[config.mk]
export PLATFORM = sky130hd
export DESIGN_NAME = crossing_stop_fsm
export DESIGN_NICKNAME = d
export VERILOG_FILES = /design/src/rtl/crossing_fsm_pkg.sv /design/src/rtl/crossing_stop_fsm_sat_counter.sv /design/src/rtl/crossing_stop_fsm.sv
export SDC_FILE = /design/constraint.sdc
export NUM_CORES = 1
export LEC_CHECK = 0
export ABC_AREA = 1
export CAP_MARGIN = 10
export CORE_MARGIN = 4
export CORE_UTILIZATION = 64
export DETAILED_ROUTE_END_ITERATION = 7
export PLACE_DENSITY = 0.94
export SLEW_MARGIN = 20
export SYNTH_ARGS = -nofsm -noshare
export SYNTH_HDL_FRONTEND = slang
export SYNTH_SLANG_ARGS = --single-unit
[constraint.sdc]
create_clock -name clk -period 3.4 [get_ports clk]
set_input_delay 0.68 -clock clk [delete_from_list [all_inputs] [get_ports clk]]
set_output_delay 0.68 -clock clk [all_outputs]
set_load 0.02 [all_outputs]
[src/rtl/crossing_fsm_pkg.sv]
// crossing_fsm_pkg
//   Shared definitions for the zebra-crossing stop decision stage:
//   state encoding (also driven out on state_o for LEDs/debug) and
//   default parameter values for crossing_stop_fsm.
package crossing_fsm_pkg;

  typedef enum logic [2:0] {
    IDLE    = 3'd0,
    CONFIRM = 3'd1,
    STOP    = 3'd2,
    RELEASE = 3'd3,
    FAULT   = 3'd4
  } crossing_state_t;

  localparam int DEF_CONFIRM_FRAMES  = 3;
  localparam int DEF_RELEASE_FRAMES  = 5;
  localparam int DEF_MIN_BLOBS       = 4;
  localparam int DEF_HOLD_CYCLES     = 25_000_000; // 1 s at 25 MHz
  localparam int DEF_WATCHDOG_CYCLES = 1_680_000;  // 4 frames of 800x525

endpackage

[src/rtl/crossing_stop_fsm_sat_counter.sv]
// sat_counter
//   Saturating up/down counter used for the hold timer, the verdict
//   watchdog and the confirm/release frame counters. Never wraps.
//   Priority: clear > load (to MAX) > inc > dec.
// Ports:
//   clk, rst_n   clock, asynchronous active-low reset (count -> 0)
//   clear_i      force count to 0
//   load_i       force count to MAX
//   inc_i        +1, saturating at MAX
//   dec_i        -1, saturating at 0
//   count_o      current count
//   at_limit_o   count at MAX (DOWN=0) or at 0 (DOWN=1)
module sat_counter
  import crossing_fsm_pkg::*;
#(
  parameter int WIDTH = 8,
  parameter int MAX   = 255,
  parameter bit DOWN  = 1'b0
) (
  input  logic             clk,
  input  logic             rst_n,
  input  logic             clear_i,
  input  logic             load_i,
  input  logic             inc_i,
  input  logic             dec_i,
  output logic [WIDTH-1:0] count_o,
  output logic             at_limit_o
);

  localparam logic [WIDTH-1:0] MAX_V = WIDTH'(MAX);

  logic [WIDTH-1:0] count_q, count_d;

  always_comb begin
    count_d = count_q;
    if (clear_i)                        count_d = '0;
    else if (load_i)                    count_d = MAX_V;
    else if (inc_i && count_q != MAX_V) count_d = count_q + WIDTH'(1);
    else if (dec_i && count_q != '0)    count_d = count_q - WIDTH'(1);
  end

  always_ff @(posedge clk or negedge rst_n) begin
    if (!rst_n) count_q <= '0;
    else        count_q <= count_d;
  end

  assign count_o    = count_q;
  assign at_limit_o = DOWN ? (count_q == '0) : (count_q == MAX_V);

endmodule

[src/rtl/crossing_stop_fsm.sv]
// crossing_stop_fsm
//   Debounced, hysteretic zebra-crossing stop command built from the
//   per-frame verdict of pattern_recognition, with a fail-safe FAULT
//   state when verdicts stop arriving. clk_video domain.
//
//   state   | meaning
//   IDLE    | no crossing, waiting for a hit frame
//   CONFIRM | counting consecutive hit frames toward CONFIRM_FRAMES
//   STOP    | stop asserted; hold timer running, reloaded on each hit
//   RELEASE | stop asserted; counting consecutive misses toward release
//   FAULT   | no verdict within WATCHDOG_CYCLES; stop+fault held
//
// Ports:
//   clk, rst_n           video clock, asynchronous active-low reset
//   detection_valid      one-cycle pulse per frame
//   crossing_detected    frame verdict, sampled with detection_valid
//   blob_count[7:0]      stripe count, sampled with detection_valid
//   zebra_crossing_stop  registered stop command
//   stop_event           one-cycle pulse on entry to STOP from IDLE/CONFIRM
//   fault                high while in FAULT
//   state_o[2:0]         current state encoding
//   frames_seen[15:0]    (CROSSING_STATS_EN) saturating verdict count
//   stop_count[15:0]     (CROSSING_STATS_EN) saturating stop_event count
// Build option: define CROSSING_STATS_EN to add the statistics outputs.
module crossing_stop_fsm
  import crossing_fsm_pkg::*;
#(
  parameter int CONFIRM_FRAMES  = DEF_CONFIRM_FRAMES,
  parameter int RELEASE_FRAMES  = DEF_RELEASE_FRAMES,
  parameter int MIN_BLOBS       = DEF_MIN_BLOBS,
  parameter int HOLD_CYCLES     = DEF_HOLD_CYCLES,
  parameter int WATCHDOG_CYCLES = DEF_WATCHDOG_CYCLES
) (
  input  logic       clk,
  input  logic       rst_n,
  input  logic       detection_valid,
  input  logic       crossing_detected,
  input  logic [7:0] blob_count,
  output logic       zebra_crossing_stop,
  output logic       stop_event,
  output logic       fault,
  output logic [2:0] state_o
`ifdef CROSSING_STATS_EN
  ,
  output logic [15:0] frames_seen,
  output logic [15:0] stop_count
`endif
);

  localparam int CW = $clog2(CONFIRM_FRAMES + 1);
  localparam int RW = $clog2(RELEASE_FRAMES + 1);
  localparam int TW = $clog2(HOLD_CYCLES + 1);
  localparam int WW = $clog2(WATCHDOG_CYCLES + 1);

  localparam logic [CW-1:0] CNT_LAST  = CW'(CONFIRM_FRAMES - 1);
  localparam logic [RW-1:0] RCNT_LAST = RW'(RELEASE_FRAMES - 1);
  localparam logic [WW-1:0] WD_LAST   = WW'(WATCHDOG_CYCLES - 1);
  localparam logic [7:0]    MIN_B     = 8'(MIN_BLOBS);

  crossing_state_t state_q, state_d;

  logic hit, miss;
  logic stop_q, stop_d, event_q, event_d, fault_q, fault_d;

  logic [CW-1:0] cnt;
  logic [RW-1:0] rcnt;
  logic [TW-1:0] timer;
  logic [WW-1:0] wd;
  logic          cnt_at_limit, rcnt_at_limit, timer_zero, wd_at_limit;
  logic          hold_expired, wd_expired;
  logic          unused_limits;

  assign hit  = detection_valid && crossing_detected && (blob_count >= MIN_B);
  assign miss = detection_valid && !hit;

  // A miss in the cycle the timer steps 1 -> 0 already counts as expired.
  assign hold_expired = timer_zero || (timer == TW'(1));
  // Fault on the clock that brings the watchdog to its limit; a frame
  // pulse in that same cycle takes precedence.
  assign wd_expired   = !detection_valid && (wd_at_limit || wd == WD_LAST);

  // frame counters only ever stop one short of their limit
  assign unused_limits = cnt_at_limit ^ rcnt_at_limit;

  always_comb begin
    state_d = state_q;
    if (detection_valid) begin
      case (state_q)
        IDLE:
          if (hit) state_d = (CONFIRM_FRAMES == 1) ? STOP : CONFIRM;
        CONFIRM:
          if (hit && cnt == CNT_LAST) state_d = STOP;
          else if (miss)              state_d = IDLE;
        STOP:
          if (miss && hold_expired) state_d = (RELEASE_FRAMES == 1) ? IDLE : RELEASE;
        RELEASE:
          if (hit)                            state_d = STOP;
          else if (miss && rcnt == RCNT_LAST) state_d = IDLE;
        FAULT:
          state_d = IDLE;
        default:
          state_d = IDLE;
      endcase
    end else if (wd_expired) begin
      state_d = FAULT;
    end
  end

  always_comb begin
    stop_d  = (state_d == STOP) || (state_d == RELEASE) || (state_d == FAULT);
    fault_d = (state_d == FAULT);
    event_d = (state_d == STOP) && ((state_q == IDLE) || (state_q == CONFIRM));
  end

  always_ff @(posedge clk or negedge rst_n) begin
    if (!rst_n) begin
      state_q <= IDLE;
      stop_q  <= 1'b0;
      event_q <= 1'b0;
      fault_q <= 1'b0;
    end else begin
      state_q <= state_d;
      stop_q  <= stop_d;
      event_q <= event_d;
      fault_q <= fault_d;
    end
  end

  sat_counter #(.WIDTH(CW), .MAX(CONFIRM_FRAMES), .DOWN(1'b0)) u_cnt (
    .clk       (clk),
    .rst_n     (rst_n),
    .clear_i   (state_d != CONFIRM),
    .load_i    (1'b0),
    .inc_i     (hit && state_d == CONFIRM),
    .dec_i     (1'b0),
    .count_o   (cnt),
    .at_limit_o(cnt_at_limit)
  );

  sat_counter #(.WIDTH(RW), .MAX(RELEASE_FRAMES), .DOWN(1'b0)) u_rcnt (
    .clk       (clk),
    .rst_n     (rst_n),
    .clear_i   (state_d != RELEASE),
    .load_i    (1'b0),
    .inc_i     (miss && state_d == RELEASE),
    .dec_i     (1'b0),
    .count_o   (rcnt),
    .at_limit_o(rcnt_at_limit)
  );

  sat_counter #(.WIDTH(TW), .MAX(HOLD_CYCLES), .DOWN(1'b1)) u_hold (
    .clk       (clk),
    .rst_n     (rst_n),
    .clear_i   (!(state_d == STOP || state_d == RELEASE)),
    .load_i    (state_d == STOP && (state_q != STOP || hit)),
    .inc_i     (1'b0),
    .dec_i     (state_q == STOP || state_q == RELEASE),
    .count_o   (timer),
    .at_limit_o(timer_zero)
  );

  sat_counter #(.WIDTH(WW), .MAX(WATCHDOG_CYCLES), .DOWN(1'b0)) u_wd (
    .clk       (clk),
    .rst_n     (rst_n),
    .clear_i   (detection_valid),
    .load_i    (1'b0),
    .inc_i     (!detection_valid),
    .dec_i     (1'b0),
    .count_o   (wd),
    .at_limit_o(wd_at_limit)
  );

  assign zebra_crossing_stop = stop_q;
  assign stop_event          = event_q;
  assign fault               = fault_q;
  assign state_o             = state_q;

`ifdef CROSSING_STATS_EN
  logic [15:0] frames_q, stops_q;

  always_ff @(posedge clk or negedge rst_n) begin
    if (!rst_n) begin
      frames_q <= '0;
      stops_q  <= '0;
    end else begin
      if (detection_valid && frames_q != 16'hFFFF) frames_q <= frames_q + 16'd1;
      if (event_d && stops_q != 16'hFFFF)          stops_q  <= stops_q + 16'd1;
    end
  end

  assign frames_seen = frames_q;
  assign stop_count  = stops_q;
`endif

endmodule

# Word level (Yosys, flattened, before mapping)
# Index checks and enable logic that the tools add are counted.
# word_totals
register_bits	57
latchBits	0
ramBits	0
mem_bits_ro	0
in_bits	12
elab_cells	80
mem_count	0
# classes
add_sub_neg	4
n_mul	0
div	0
order_cmp	1
eq_ne	19
n_shift	0
mux	18
n_bitwise	0
n_reduce_logical	30
# ops
op	n
$mux 25	3
$eq 21x21->1 const B	2
$mux 21	2
$mux 3	10
$eq 25x1->1 const B	1
$logic_not 25->1	1
$reduce_bool 25->1	1
$sub 25x1->25 const B	1
$add 21x1->21 const B	1
$ne 21x21->1 const B	1
$logic_and 1x1->1	15
$eq 3x2->1 const B	4
$pmux 3 s4	1
$ge 8x3->1 const B	1
$logic_or 1x1->1	7
$eq 3x1->1 const B	2
$eq 3x3->1 const B	2
$ne 3x1->1 const B	2
$ne 3x2->1 const B	2
$reduce_bool 2->1	3
$mux 2	2
$add 3x1->3 const B	1
$logic_not 3->1	1
$ne 3x3->1 const B	1
other kinds (4)	5

# Depth between registers and ports, before layout
# depth
depth_word	14
depth_mapped	13

# Cells and area by module
# From an unflattened synthesis, not the netlist that was laid out.
# hier_totals
cells_unflattened	1038
hier_area_um2	6337.3
# by_module_without_submodules
mod	n_inst	cells_per_inst	area_per_inst_um2
sat_counter (u_hold)	1	488	2882.8
sat_counter (u_wd)	1	383	2401.1
crossing_stop_fsm	1	107	619.3
sat_counter (u_rcnt)	1	35	269.0
sat_counter (u_cnt)	1	25	165.2

# Worst setup path before layout
# Ideal clock, no wire load.
# synth_timing
kind	input to register
start	input port blob_count[3]
end	register u_hold.count_q[23], in the netlist u_hold.count_o[23]
t_arrival_ns	1.744
required_time_ns	3.279
slack_ns	1.536
path_stages	10
n_path_buf	1
cell_sequence	nor2_1 > nand3_1 > nand2_1 > nand2_1 > o21bai_1 > nand2_1 > nand2_4 > o211ai_4 > buf_6 > nor2_2
# synth_via
elab_chain_len	13
# synth_lines
item	line	source
start, declared	crossing_stop_fsm.sv:38	input logic [7:0] blob_count,
$ge 8x3->1 (*)	crossing_stop_fsm.sv:73	assign hit = detection_valid && crossing_detected && (blob_count >= MIN_B);
$logic_and 1x1->1 (*)	crossing_stop_fsm.sv:73	
$logic_not 1->1	crossing_stop_fsm.sv:74	assign miss = detection_valid && !hit;
$logic_and 1x1->1	crossing_stop_fsm.sv:74	
$logic_and 1x1->1	crossing_stop_fsm.sv:98	else if (miss && rcnt == RCNT_LAST) state_d = IDLE;
$mux 3	crossing_stop_fsm.sv:98	
$mux 3	crossing_stop_fsm.sv:97	if (hit) state_d = STOP;
$pmux 3 s4 (*)	crossing_stop_fsm.sv:88	case (state_q)
$mux 3 (*)	crossing_stop_fsm.sv:87	if (detection_valid) begin
named net state_d[0]	crossing_stop_fsm.sv:60	crossing_state_t state_q, state_d;
$eq 3x2->1	crossing_stop_fsm.sv:154, crossing_stop_fsm.sv:155	
$logic_and 1x1->1	crossing_stop_fsm.sv:155	.load_i (state_d == STOP && (state_q != STOP || hit)),
$mux 25	crossing_stop_fsm_sat_counter.sv:37	else if (load_i) count_d = MAX_V;
$mux 25	crossing_stop_fsm_sat_counter.sv:36	if (clear_i) count_d = '0;
end signal, assigned	crossing_stop_fsm_sat_counter.sv:44	else count_q <= count_d;
end, declared	crossing_stop_fsm_sat_counter.sv:32	logic [WIDTH-1:0] count_q, count_d;
# The timed path passes the listed nets; every way through them passes the cells marked *.
# A chain may end at the register's enable or synchronous reset.

# Final worst setup path
# layout_timing
start	input port blob_count[5]
end	register u_hold.count_q[6], in the netlist u_hold.count_o[6]
# layout_via
elab_chain_len	13
# layout_lines
item	line
$ge 8x3->1 (*)	crossing_stop_fsm.sv:73
$logic_and 1x1->1 (*)	crossing_stop_fsm.sv:73
$logic_not 1->1	crossing_stop_fsm.sv:74
$logic_and 1x1->1	crossing_stop_fsm.sv:74
$logic_and 1x1->1	crossing_stop_fsm.sv:98
$mux 3	crossing_stop_fsm.sv:98
$mux 3	crossing_stop_fsm.sv:97
$pmux 3 s4	crossing_stop_fsm.sv:88
$mux 3	crossing_stop_fsm.sv:87
$eq 3x2->1	crossing_stop_fsm.sv:154, crossing_stop_fsm.sv:155
$logic_and 1x1->1	crossing_stop_fsm.sv:155
$mux 25	crossing_stop_fsm_sat_counter.sv:37
$mux 25	crossing_stop_fsm_sat_counter.sv:36
# Mark *: on every way between the ends. The rest lies on a longest branch, timed or not.

==> run_results.csv <==
group,metric,value,unit
routing,m1WireLength,3240,µm
yosys,yosysWarningCount,0,
global_route,antenna_found_initial,0,
yosys,synth.most_common_cell,"nand2_1",
routing,avgRoutedWirePerCell,14.6,µm
power,vdd_ir_drop_max,0.000576,V
cells_and_area,fillCellCount,333,
yosys,synth-edff-count,0,
timing,setup_tns,0,ps
run,max-cap-violations,0,
yosys,syn_nets,473,
setup_path,max_stage_delay,460,ps
place,io_buffer_count,15,
routing,firstDrtPassIters,5,
cells_and_area,areaGrowthSynthToFinish,12.3,%
setup_path,crit-reg2reg-launch,"u_wd.count_o[0]$_DFFE_PN0P_",
timing,drv_slew,0,
clock_tree,post_cts_resized,0,
timing,skew,9.47,ps
timing,finalCritPeriodShare,72.3,%
setup_path,crit_arrival,2730,ps
clock_tree,cts_setup_buffers,0,
setup_path,cp_slowest_cell,"clkdlybuf4s50_1",
global_route,grt_usage,27.6,%
die,core,5170,µm²
clock_tree,cts_made_buffers,9,
routing,routed_wl,8010,µm
cells_and_area,nets,494,
cells_and_area,n_antenna_cell,0,
setup_path,crit_type,"input port to flop",
global_route,grt_pass1_wl,13900,µm
die,die_h,81.4,µm
routing,met3_length,441,µm
routing,viasPerCell,5.67,
clock_tree,cts-root-buf,"clkbuf_8",
die,io_pins,18,
setup_path,worstPathRequired,3670,ps
routing,ant_nets,0,
global_route,grt-ovfl-total,0,
place,hpwl,5310,µm
setup_path,crit_fanout,17,
setup_path,r2r_slack,1170,ps
place,gp_congestion,0.865,
timing,setup_viol,0,
yosys,synthTopCellsByCount,"83 x nand2_1, 73 x nor2_1, 61 x inv_1",
yosys,syn_area,3450,µm²
die,dieArea,6630,µm²
clock_tree,ctsHoldBuffers,0,
clock_tree,h-tree-depth,3,
setup_path,start_kind,"input port",
timing,hold_viol,0,
yosys,avgSynthCellArea,7.65,µm²
setup_path,crit_family,"simple AND/OR/NAND/NOR gates",
yosys,yosysTopAreaCellShare,41.3,%
setup_path,worstReg2RegEnd,"u_hold.count_o[6]$_DFFE_PN0P_",
setup_path,endpoint_kind,"flop",
hold_path,hp-class,"input port to async pin",
routing,wl_met2,4020,µm
clock_tree,cts.clk_slew.worst_paths,70,ps
setup_path,crit_buf_inv,2,
yosys,synthTopCellsByArea,"dfrtp_1 41%, nand2_1 9.0%, nor2_1 7.9%",
clock_tree,cts_tree,"done",
timing,finalCriticalPeriod,2460,ps
clock_tree,clkLatencyLatePin,350,ps
yosys,ys_ff_latch,57,
routing,top_layer_used,"met4",
yosys,ys_async_sr_fraction,100,%
routing,post-route-drc-count,0,
timing,worstMarginPinSlew,669,ps
cells_and_area,final_util,74.9,%
yosys,syn-instance-count,451,
yosys,synth_top_area_cell,"dfrtp_1",
status,status,"complete, no violations",
die,rows,26,
setup_path,worstPathCellList,"clkdlybuf4s50_1 > nor2_1 > nand3_1 > nand2_1 > inv_1 > nand4_1 > nand3_1 > nand2_1 > nand2_2 > nand4_2 > nand2_1",
power,p_per_area,655,nW/µm²
timing,rsz0062_at_grt,"false",
cells_and_area,drive_gt1_share,11.5,%
die,die_w,81.4,µm
clock_tree,cts_buffer_depth,2,
clock_tree,cts.sinks,57,
yosys,ys_seq_area_share,41.3,%
setup_path,cp_common_cell,"nand2_1",
yosys,synthDistinctLibCells,33,
routing,drtIter0Drc,271,
routing,num_vias,3100,
setup_path,rr_worst_depth,10,
die,start_util,66.7,%
power,p_leak,1.87,nW
yosys,ys_dominant_reg_cell,"dfrtp_1",
global_route,grt_pass1_vias,3073,
global_route,grt_max_degree,31,
timing,max_freq,407,MHz
timing,max_slew_margin,55.4,%
## flip-flops by register name (all words and copies together), names as in the netlist
register             flops
fault                    1
u_cnt.count_o            2
u_hold.count_o          25
u_wd.count_o            21
u_rcnt.count_o           3
state_o                  3
zebra_crossing_stop      1
stop_event               1
## stage by stage
step	hold WS (ps)	cell area [µm²]	cells	total power [mW]	setup slack [ps]
5_1_grt	399	3870	547	2.69	781
6_report	361	3870	547	2.54	941
4_1_cts	370	3870	547	2.52	987
2_1_floorplan	384	3450	451	1.58	1540
3_5_place_dp	535	3650	531	1.77	695
3_3_place_gp	521	3650	531	1.75	768
## worst max-delay path by stage
stage / start / endpoint / cells past startpoint
after CTS: blob_count[5] / u_hold.count_o[22]$_DFFE_PN0P_ / 11
final: blob_count[5] / u_hold.count_o[6]$_DFFE_PN0P_ / 11
after detailed placement: blob_count[5] / u_hold.count_o[22]$_DFFE_PN0P_ / 11
after global routing: blob_count[5] / u_hold.count_o[14]$_DFFE_PN0P_ / 11
after floorplan: blob_count[3] / u_hold.count_o[23]$_DFFE_PN0P_ / 10
after global placement: blob_count[5] / u_hold.count_o[13]$_DFFE_PN0P_ / 11
## where the power goes
group	total (mW)	internal [mW]	switching, mW
clock network	0.731	0.454	0.277
registers	0.804	0.743	0.0613
logic	1.00	0.368	0.634
total	2.54	1.56	0.973
## cells in the final DEF, fill, tap and decap left out, types with 3 or more instances in the layout
cell,Yosys,layout
nor2_2,17,17
nand3_1,21,21
xnor2_1,5,5
ha_1,10,10
nand2_1,83,83
o21ai_0,12,12
clkbuf_1,2,3
nor4_1,3,3
clkbuf_8,0,11
inv_2,6,6
nor2_1,73,73
dfrtp_1,57,57
a21oi_1,18,18
nand4_1,21,21
nor3_1,11,11
clkdlybuf4s50_1,0,14
xor2_1,22,22
inv_1,61,61
or2_2,4,4
nand2_2,5,5
## cells by family after synthesis
group | count (synthesis) | share of synthesized area, %
xor gates and xnor gates | 27 | 6.85
DFF | 57 | 41.3
buffers and inverters | 76 | 8.88
AOI/OAI and AO/OA | 34 | 5.62
adders and majority gates | 10 | 3.62
and+or+nand+nor | 247 | 33.7
## final cells by class
type | count | area [µm²] | share of cell area (%)
inverter | 69 | 259 | 6.68
clock buffer | 14 | 163 | 4.20
timing repair buffer | 17 | 160 | 4.13
multi-input combinational | 318 | 1720 | 44.4
tap | 70 | 87.6 | 2.26
sequential | 57 | 1430 | 36.8
clock inverter | 2 | 60.1 | 1.55
## routing by layer
metal	global-route usage, %	vias up
met3	4.82	31
met2	46.1	132
met4	16.0	0
met5	0	-
li1	-	1472
met1	33.4	1465
Note: power is estimated with default switching activity, not from simulation.
